$ cat src/rtl/int_to_float_encoder.sv
// Signed fixed-point to IEEE-754 single converter: shifts the magnitude left one bit
// per cycle until normalised, then rounds to nearest-even. One conversion in flight.
module int_to_float_encoder #(
  parameter int IN_W      = 32,
  parameter int FRAC_BITS = 0
) (
  input  logic            clk,
  input  logic            rst_n,
  input  logic            in_valid,
  output logic            in_ready,
  input  logic [IN_W-1:0] in_data,
  output logic            out_valid,
  input  logic            out_ready,
  output logic [31:0]     out_data,
  output logic            out_inexact
);

  localparam logic [1:0] S_IDLE  = 2'd0;
  localparam logic [1:0] S_NORM  = 2'd1;
  localparam logic [1:0] S_ROUND = 2'd2;
  localparam logic [1:0] S_DONE  = 2'd3;

  // 127 bias + 31 (MSB position of the 32b magnitude) - binary point
  localparam logic [7:0] EXP_BASE = 8'(158 - FRAC_BITS);

  logic [1:0]  state;
  logic        sign;
  logic [31:0] mag;
  logic [7:0]  exp_r;

  logic [31:0] in_sext, in_mag;
  logic [22:0] mant;
  logic        guard, sticky, rnd_inc;
  logic [23:0] mant_sum;

  assign in_sext = 32'($signed(in_data));
  // -2^31 negates to itself, which is the correct unsigned magnitude
  assign in_mag  = in_sext[31] ? (~in_sext + 32'd1) : in_sext;

  assign mant     = mag[30:8];
  assign guard    = mag[7];
  assign sticky   = |mag[6:0];
  assign rnd_inc  = guard & (sticky | mant[0]);
  assign mant_sum = {1'b0, mant} + {23'd0, rnd_inc};

  assign in_ready  = (state == S_IDLE);
  assign out_valid = (state == S_DONE);

  always_ff @(posedge clk or negedge rst_n) begin
    if (!rst_n) begin
      state       <= S_IDLE;
      sign        <= 1'b0;
      mag         <= '0;
      exp_r       <= '0;
      out_data    <= '0;
      out_inexact <= 1'b0;
    end else begin
      case (state)
        S_IDLE: if (in_valid) begin
          sign  <= in_sext[31];
          mag   <= in_mag;
          exp_r <= EXP_BASE;
          if (in_mag == 32'd0) begin
            // zero always encodes as +0
            out_data    <= '0;
            out_inexact <= 1'b0;
            state       <= S_DONE;
          end else begin
            state <= S_NORM;
          end
        end
        S_NORM: begin
          if (mag[31]) state <= S_ROUND;
          else begin
            mag   <= mag << 1;
            exp_r <= exp_r - 8'd1;
          end
        end
        S_ROUND: begin
          // mantissa carry-out leaves mant_sum[22:0] at zero, only exp bumps
          out_data    <= {sign, exp_r + {7'd0, mant_sum[23]}, mant_sum[22:0]};
          out_inexact <= guard | sticky;
          state       <= S_DONE;
        end
        S_DONE: if (out_ready) state <= S_IDLE;
        default: state <= S_IDLE;
      endcase
    end
  end

endmodule

$ cat config.mk
export PLATFORM = sky130hd
export DESIGN_NAME = int_to_float_encoder
export DESIGN_NICKNAME = d
export VERILOG_FILES = /design/src/rtl/int_to_float_encoder.sv
export SDC_FILE = /design/constraint.sdc
export NUM_CORES = 1
export LEC_CHECK = 0
export ABC_AREA = 1
export ABC_CLOCK_PERIOD_IN_PS = 6800
export CORE_MARGIN = 5
export CORE_UTILIZATION = 60
export DETAILED_ROUTE_END_ITERATION = 8
export GPL_ROUTABILITY_DRIVEN = 0
export PLACE_DENSITY = 0.95
export REMOVE_ABC_BUFFERS = 1
export SYNTH_ARGS = -nofsm -noshare
export SYNTH_HDL_FRONTEND = slang
export SYNTH_SLANG_ARGS = --single-unit
$ cat constraint.sdc
create_clock -name clk -period 6.8 [get_ports clk]
set_input_delay 1.7 -clock clk [delete_from_list [all_inputs] [get_ports clk]]
set_output_delay 1.7 -clock clk [all_outputs]
set_load 0.05 [all_outputs]
* Word level (Yosys, flattened, before mapping)
Cells that the tools add are included.
** Word-level totals
- Word-level logic and storage cells :: 51
- Register bits :: 76
- Input bits :: 36
** Operators by class
- Bitwise operators :: 4
- Equality and inequality tests :: 8
- Add/subtract/negate cells :: 4
- Reductions and logical operators :: 10
- Muxes and demuxes :: 18
** Operator list (count)
- $mux 32 :: 5
- $pmux 32 s2 :: 2
- $add 32x1->32 const B :: 1
- $logic_not 32->1 :: 1
- $not 32->32 :: 1
- $add 23x1->24 :: 1
- $mux 8 :: 2
- $pmux 8 s2 :: 1
- $reduce_and 3->1 :: 3
- $add 8x1->8 :: 1
- $mux 2 :: 4
- $pmux 2 s4 :: 1
- $sub 8x1->8 const B :: 1
- $reduce_or 7->1 :: 1
- $ne 2x2->1 const B :: 3
- $eq 2x2->1 const B :: 2
- $ne 2x1->1 const B :: 2
- $reduce_and 2->1 :: 2
- $reduce_bool 2->1 :: 2
- $eq 2x1->1 const B :: 1
- $logic_not 2->1 :: 1
- $mux 1 :: 2
- $or 1x1->1 :: 2
- $pmux 1 s2 :: 1
- $and 1x1->1 :: 1

* Logic depth before layout (Yosys ltp)
- Depth after elaboration :: 7
- Mapped depth :: 25
- Depth with buffers taken out :: 25

* Worst setup path before layout
Ideal clock, no wire load.
- Path type :: input to register
- Start :: in in_data[0]
- End :: reg out_data[0]
- Data arrival time :: 3.280 ns
- Stages :: 16
- Path slack :: 3.401 ns
- Buffers on the path :: 1
- Cells stage by stage :: inv_1 ha_1 nand2_2 nor2_2 nand2_1 nand2_2 nand2_1 nand2_1 nand2_1 nor2_1 nand2_1 nor2_2 nand4_4 buf_2 nand3_1 nand2_1
** Between the ends
- Longest elaborated chain between the ends :: 6
** RTL lines
- start, declared :: RTL line 11 : input logic [IN_W-1:0] in_data,
- $not 32->32 :: RTL line 38 : assign in_mag = in_sext[31] ? (~in_sext + 32'd1) : in_sext;
- $add 32x1->32 :: RTL line 38
- $mux 32 (*) :: RTL line 38
- $logic_not 32->1 (*) :: RTL line 63 : if (in_mag == 32'd0) begin
- $ne 2x1->1 (no line) (*)
- $reduce_and 3->1 (no line) (*)
- end signal, assigned :: RTL line 81 : out_data <= {sign, exp_r + {7'd0, mant_sum[23]}, mant_sum[22:0]};
- end, declared :: RTL line 14 : output logic [31:0] out_data,
Mark *: on every way between the ends. The rest lies on a longest branch, timed or not.
A chain may end at the register's enable or synchronous reset.

* Final worst setup path
- Start :: in in_data[31]
- End :: reg out_data[6]
Same word-level chain as after synthesis.

==> results.env <==
GRT_USAGE=0.271
DRIVE_ABOVE_1_SHARE=0.0428
SYNTH_AREA_LEADER_CELL='sky130_fd_sc_hd__dfrtp_1'
HOLD_CLASS='reg2reg'
PWR_DENSITY_CELL_mW_PER_MM2=394
CTS_MAX_LEVEL=3
CRITICAL-PATH-TOP-CELL-BY-COUNT='sky130_fd_sc_hd__nand2_1'
VDD.IR_DROP.WORST_mV=0.254
YS_SEQ_ELEMENTS=76
DESIGN.FINAL.NETS=928
CRIT_TYPE='in2reg'
TIMING.CRITICAL_PATH.SLOWEST_STAGE_CELL='sky130_fd_sc_hd__clkdlybuf4s50_1'
FINAL.HOLD.WORST_SLACK_NS=0.511
CTS.SINK_COUNT=76
NUM-FILL-CELLS=734
GRT_START_MAX_NET_PINS=77
FIN_WORST_SKEW_NS=0.0154
CTS-HOLD-FIX-BUFFERS=0
AVGSYNTHCELLAREA_SQ_UM=6.44
CTS_BUFFERS=9
DRT_PASS1_ITERATIONS=5
FP.DIEW_UM=104
MULTI_INPUT_COMB_AREA_SQ_MM=0.00296
TIMING.FINAL.CRIT_PERIOD_NS=4.49
BUFFER_PORTS.INSERTED=70
WL_PER_INSTANCE_UM=14.4
FMAX_ACHIEVED_MHz=223
CRITICAL_PATH.N_BUFFERS_INVERTERS=4
DRCVIOLATIONCOUNT=0
FINALSETUPVIOLCOUNT=0
SYNTH-WARNING-COUNT=0
WORSTPATHCELLLIST='clkdlybuf4s50_1 -> buf_4 -> o21ai_0 -> inv_1 -> nand2_1 -> nand2_1 -> nand3_1 -> nor2_1 -> nand2_1 -> nor2_2 -> nand4_4 -> buf_4 -> nand2_4 -> nand2_1 -> nand2_1'
CRITPATHLAUNCHTYPE='primary input'
VIAS=5675
REQUIRED_NS=7.10
WORSTPATHARRIVAL_NS=4.79
FIRST_GLOBAL_VIAS=5240
CTS_TREE='done'
AREA.SEQUENTIAL_SQ_MM=0.00190
ANTENNA_CELLS=0
CLOCK_LATENCY_NS=0.37
NETLIST-CELL-TYPE-COUNT=37
FINAL_CORE_UTIL=0.718
RUN_STATUS='finished, final reports clean'
GRT_REMAINING_OVERFLOW=0
CAP_VIOLATIONS=0
SLEW_VIOL_FINAL=0
GRT_SETUP_UNREPAIRED='false'
POST-DP-HPWL_UM=10600
ASYNC_RESET_FF_FRAC=1.00
CORE.ROWCOUNT=34
SYNTH_TOP_AREA_FRAC=0.358
POST_CTS_BUFFERS=0
SYNTH_SEQUENTIAL_AREA_RATIO=0.358
CRITICAL-PATH-MAX-STAGE-DELAY_NS=0.87
HOLD_VIOL_FINAL=0
ANTENNA_VIOLATING_NETS_POST_ROUTE=0
GRT_ANTENNA_BEFORE_REPAIR=0
NUMBER_OF_DESIGN_RULE_VIOLATIONS_LEFT_BY_THE_FIRST_DETAILED_ROUTER_ITERATION=617
MAX-SLEW-MARGIN-REL=0.326
POSTSYNTHCELLCOUNT=826
CLOCKROOTBUFFER='sky130_fd_sc_hd__clkbuf_8'
TIMING.CRITICAL_PATH.TO_TYPE='register'
SYNTH.AREA.TOP_CELLS='sky130_fd_sc_hd__dfrtp_1 (36%), sky130_fd_sc_hd__nand2_1 (19%), sky130_fd_sc_hd__nand3_1 (8.3%), sky130_fd_sc_hd__nor2_1 (7.6%), sky130_fd_sc_hd__inv_1 (5.9%)'
IO-PIN-COUNT=71
FLOORPLAN.INITIALDENSITY=0.613
CTS-RESIZED-GATES=0
PLACEABLECOREAREA_SQ_MM=0.00868
CRIT_FANOUT=33
POWER_W=0.00245
POWER.LEAKAGE_nW=3.15
SYNTH_AREA_SQ_MM=0.00532
CLOCK_PATH_BUFFERS=2
TIMING_WORST_SLEW_PIN_VALUE_NS=1.01
DIE-AREA_SQ_MM=0.0108
DIE-HEIGHT_UM=104
WORST_PATH_DOMINANT_CELL_FAMILY='buffers and inverters'
COUNT_OF_FLIP_FLOPS_WITH_A_BUILT_IN_ENABLE_AFTER_SYNTHESIS=0
AREA_GROWTH_SYN_TO_LAYOUT_PCT=17.1
SYNTH-MAIN-FF-CELL='sky130_fd_sc_hd__dfrtp_1'
SHARE_OF_THE_CLOCK_PERIOD_USED_BY_THE_WORST_PATH_AFTER_LAYOUT=0.661
DRT-TOTAL-WL_UM=14300
VIA_PER_INST=5.70
CTS.REPORTEDPATHS.CLKPINSLEW_NS=0.09
FINAL.SETUP.TNS_NS=0
GRT_FIRST_PASS_WIRELENGTH_UM=24500
[metrics by stage]
| stage | setup WS, ns | instance area [sq um] | instances |
|---|---|---|---|
| 2_1_floorplan | 3.01 | 5180 | 796 |
| 3_3_place_gp | 2.08 | 6050 | 979 |
| 3_5_place_dp | 1.93 | 6050 | 979 |
| 4_1_cts | 2.35 | 6230 | 995 |
| 5_1_grt | 1.92 | 6230 | 995 |
| 6_report | 2.31 | 6230 | 995 |
[cells in the final DEF, fill, tap and decap left out, types with 6 or more instances in the layout]
| master | n |
|---|---|
| sky130_fd_sc_hd__a21oi_1 | 51 |
| sky130_fd_sc_hd__a22oi_1 | 18 |
| sky130_fd_sc_hd__buf_4 | 6 |
| sky130_fd_sc_hd__clkbuf_8 | 10 |
| sky130_fd_sc_hd__clkdlybuf4s50_1 | 69 |
| sky130_fd_sc_hd__dfrtp_1 | 76 |
| sky130_fd_sc_hd__ha_1 | 10 |
| sky130_fd_sc_hd__inv_1 | 83 |
| sky130_fd_sc_hd__nand2_1 | 264 |
| sky130_fd_sc_hd__nand3_1 | 88 |
| sky130_fd_sc_hd__nand3b_1 | 6 |
| sky130_fd_sc_hd__nor2_1 | 106 |
| sky130_fd_sc_hd__nor2_2 | 9 |
| sky130_fd_sc_hd__nor3_1 | 12 |
| sky130_fd_sc_hd__o21ai_0 | 36 |
[tightest hold or removal path, cell delays in order, from the launching register on]
cell,delay [ns]
sky130_fd_sc_hd__dfrtp_1,0.35
sky130_fd_sc_hd__nand3_1,0.07
sky130_fd_sc_hd__nand2_1,0.06
[routing by layer]
layer,up-vias,GRT usage,part of all wire
met5,-,0,0
met3,45,0.0540,0.087
met4,0,0.132,0.045
met1,2553,0.361,0.42
li1,2794,-,-
met2,283,0.423,0.45
[final cells by class]
type	instances	area share
timing repair buffer	75	0.118
tap	108	0.0217
multi-input combinational	636	0.476
clock buffer	10	0.0221
sequential	76	0.305
inverter	84	0.0506
clock inverter	6	0.00643
[path summary, 6_finish.rpt]
check | from | end | slack (ns) | cells after the start
worst max register to register | mag[3] | out_data[30] | 2.66 | 25
max in group asynchronous | rst_n | mag[6] | 4.70 | 1
worst min-delay path | out_data[27] | out_data[27] | 0.51 | 2
min in group asynchronous | rst_n | out_data[9] | 1.48 | 1
worst min register to register | out_data[27] | out_data[27] | 0.51 | 2
worst max-delay path | in_data[31] | out_data[6] | 2.31 | 15
[power by group]
part           total [W]  switching [W]  leakage [nW]  internal, W
Clock           0.000324       0.000182        0.0920     0.000142
Sequential      0.000797       0.000164         0.940     0.000633
Combinational    0.00133       0.000903          2.12     0.000430
Total            0.00245        0.00125          3.15      0.00120
[state kept, by name (all words and copies together), names as in the netlist]
register,flops
mag,32
sign,1
out_inexact,1
state,2
out_data,32
exp_r,8
[cell usage after synthesis, types with 3 or more instances]
library cell	instances
sky130_fd_sc_hd__o21ai_0	36
sky130_fd_sc_hd__xor2_1	4
sky130_fd_sc_hd__a21oi_1	51
sky130_fd_sc_hd__a31oi_1	4
sky130_fd_sc_hd__nor3_1	12
sky130_fd_sc_hd__nand4_1	5
sky130_fd_sc_hd__clkbuf_1	20
sky130_fd_sc_hd__buf_2	6
sky130_fd_sc_hd__buf_6	3
sky130_fd_sc_hd__nor2_1	107
sky130_fd_sc_hd__a22oi_1	18
sky130_fd_sc_hd__nand3_1	88
sky130_fd_sc_hd__inv_1	83
sky130_fd_sc_hd__ha_1	10
sky130_fd_sc_hd__nor2_2	8
sky130_fd_sc_hd__nand2_1	264
sky130_fd_sc_hd__dfrtp_1	76
sky130_fd_sc_hd__nand2_2	3
sky130_fd_sc_hd__nand3b_1	6
[cell families (layout without fill, tap and decap cells)]
kind of cell,Yosys count,count (layout),synth area share
flops,76,76,0.358
buf+inv,114,175,0.0861
xor+xnor,4,4,0.00659
fa+ha+maj,10,10,0.0235
compound gates,120,120,0.127
simple gates,502,502,0.399
(Power assumes the default switching activity.)
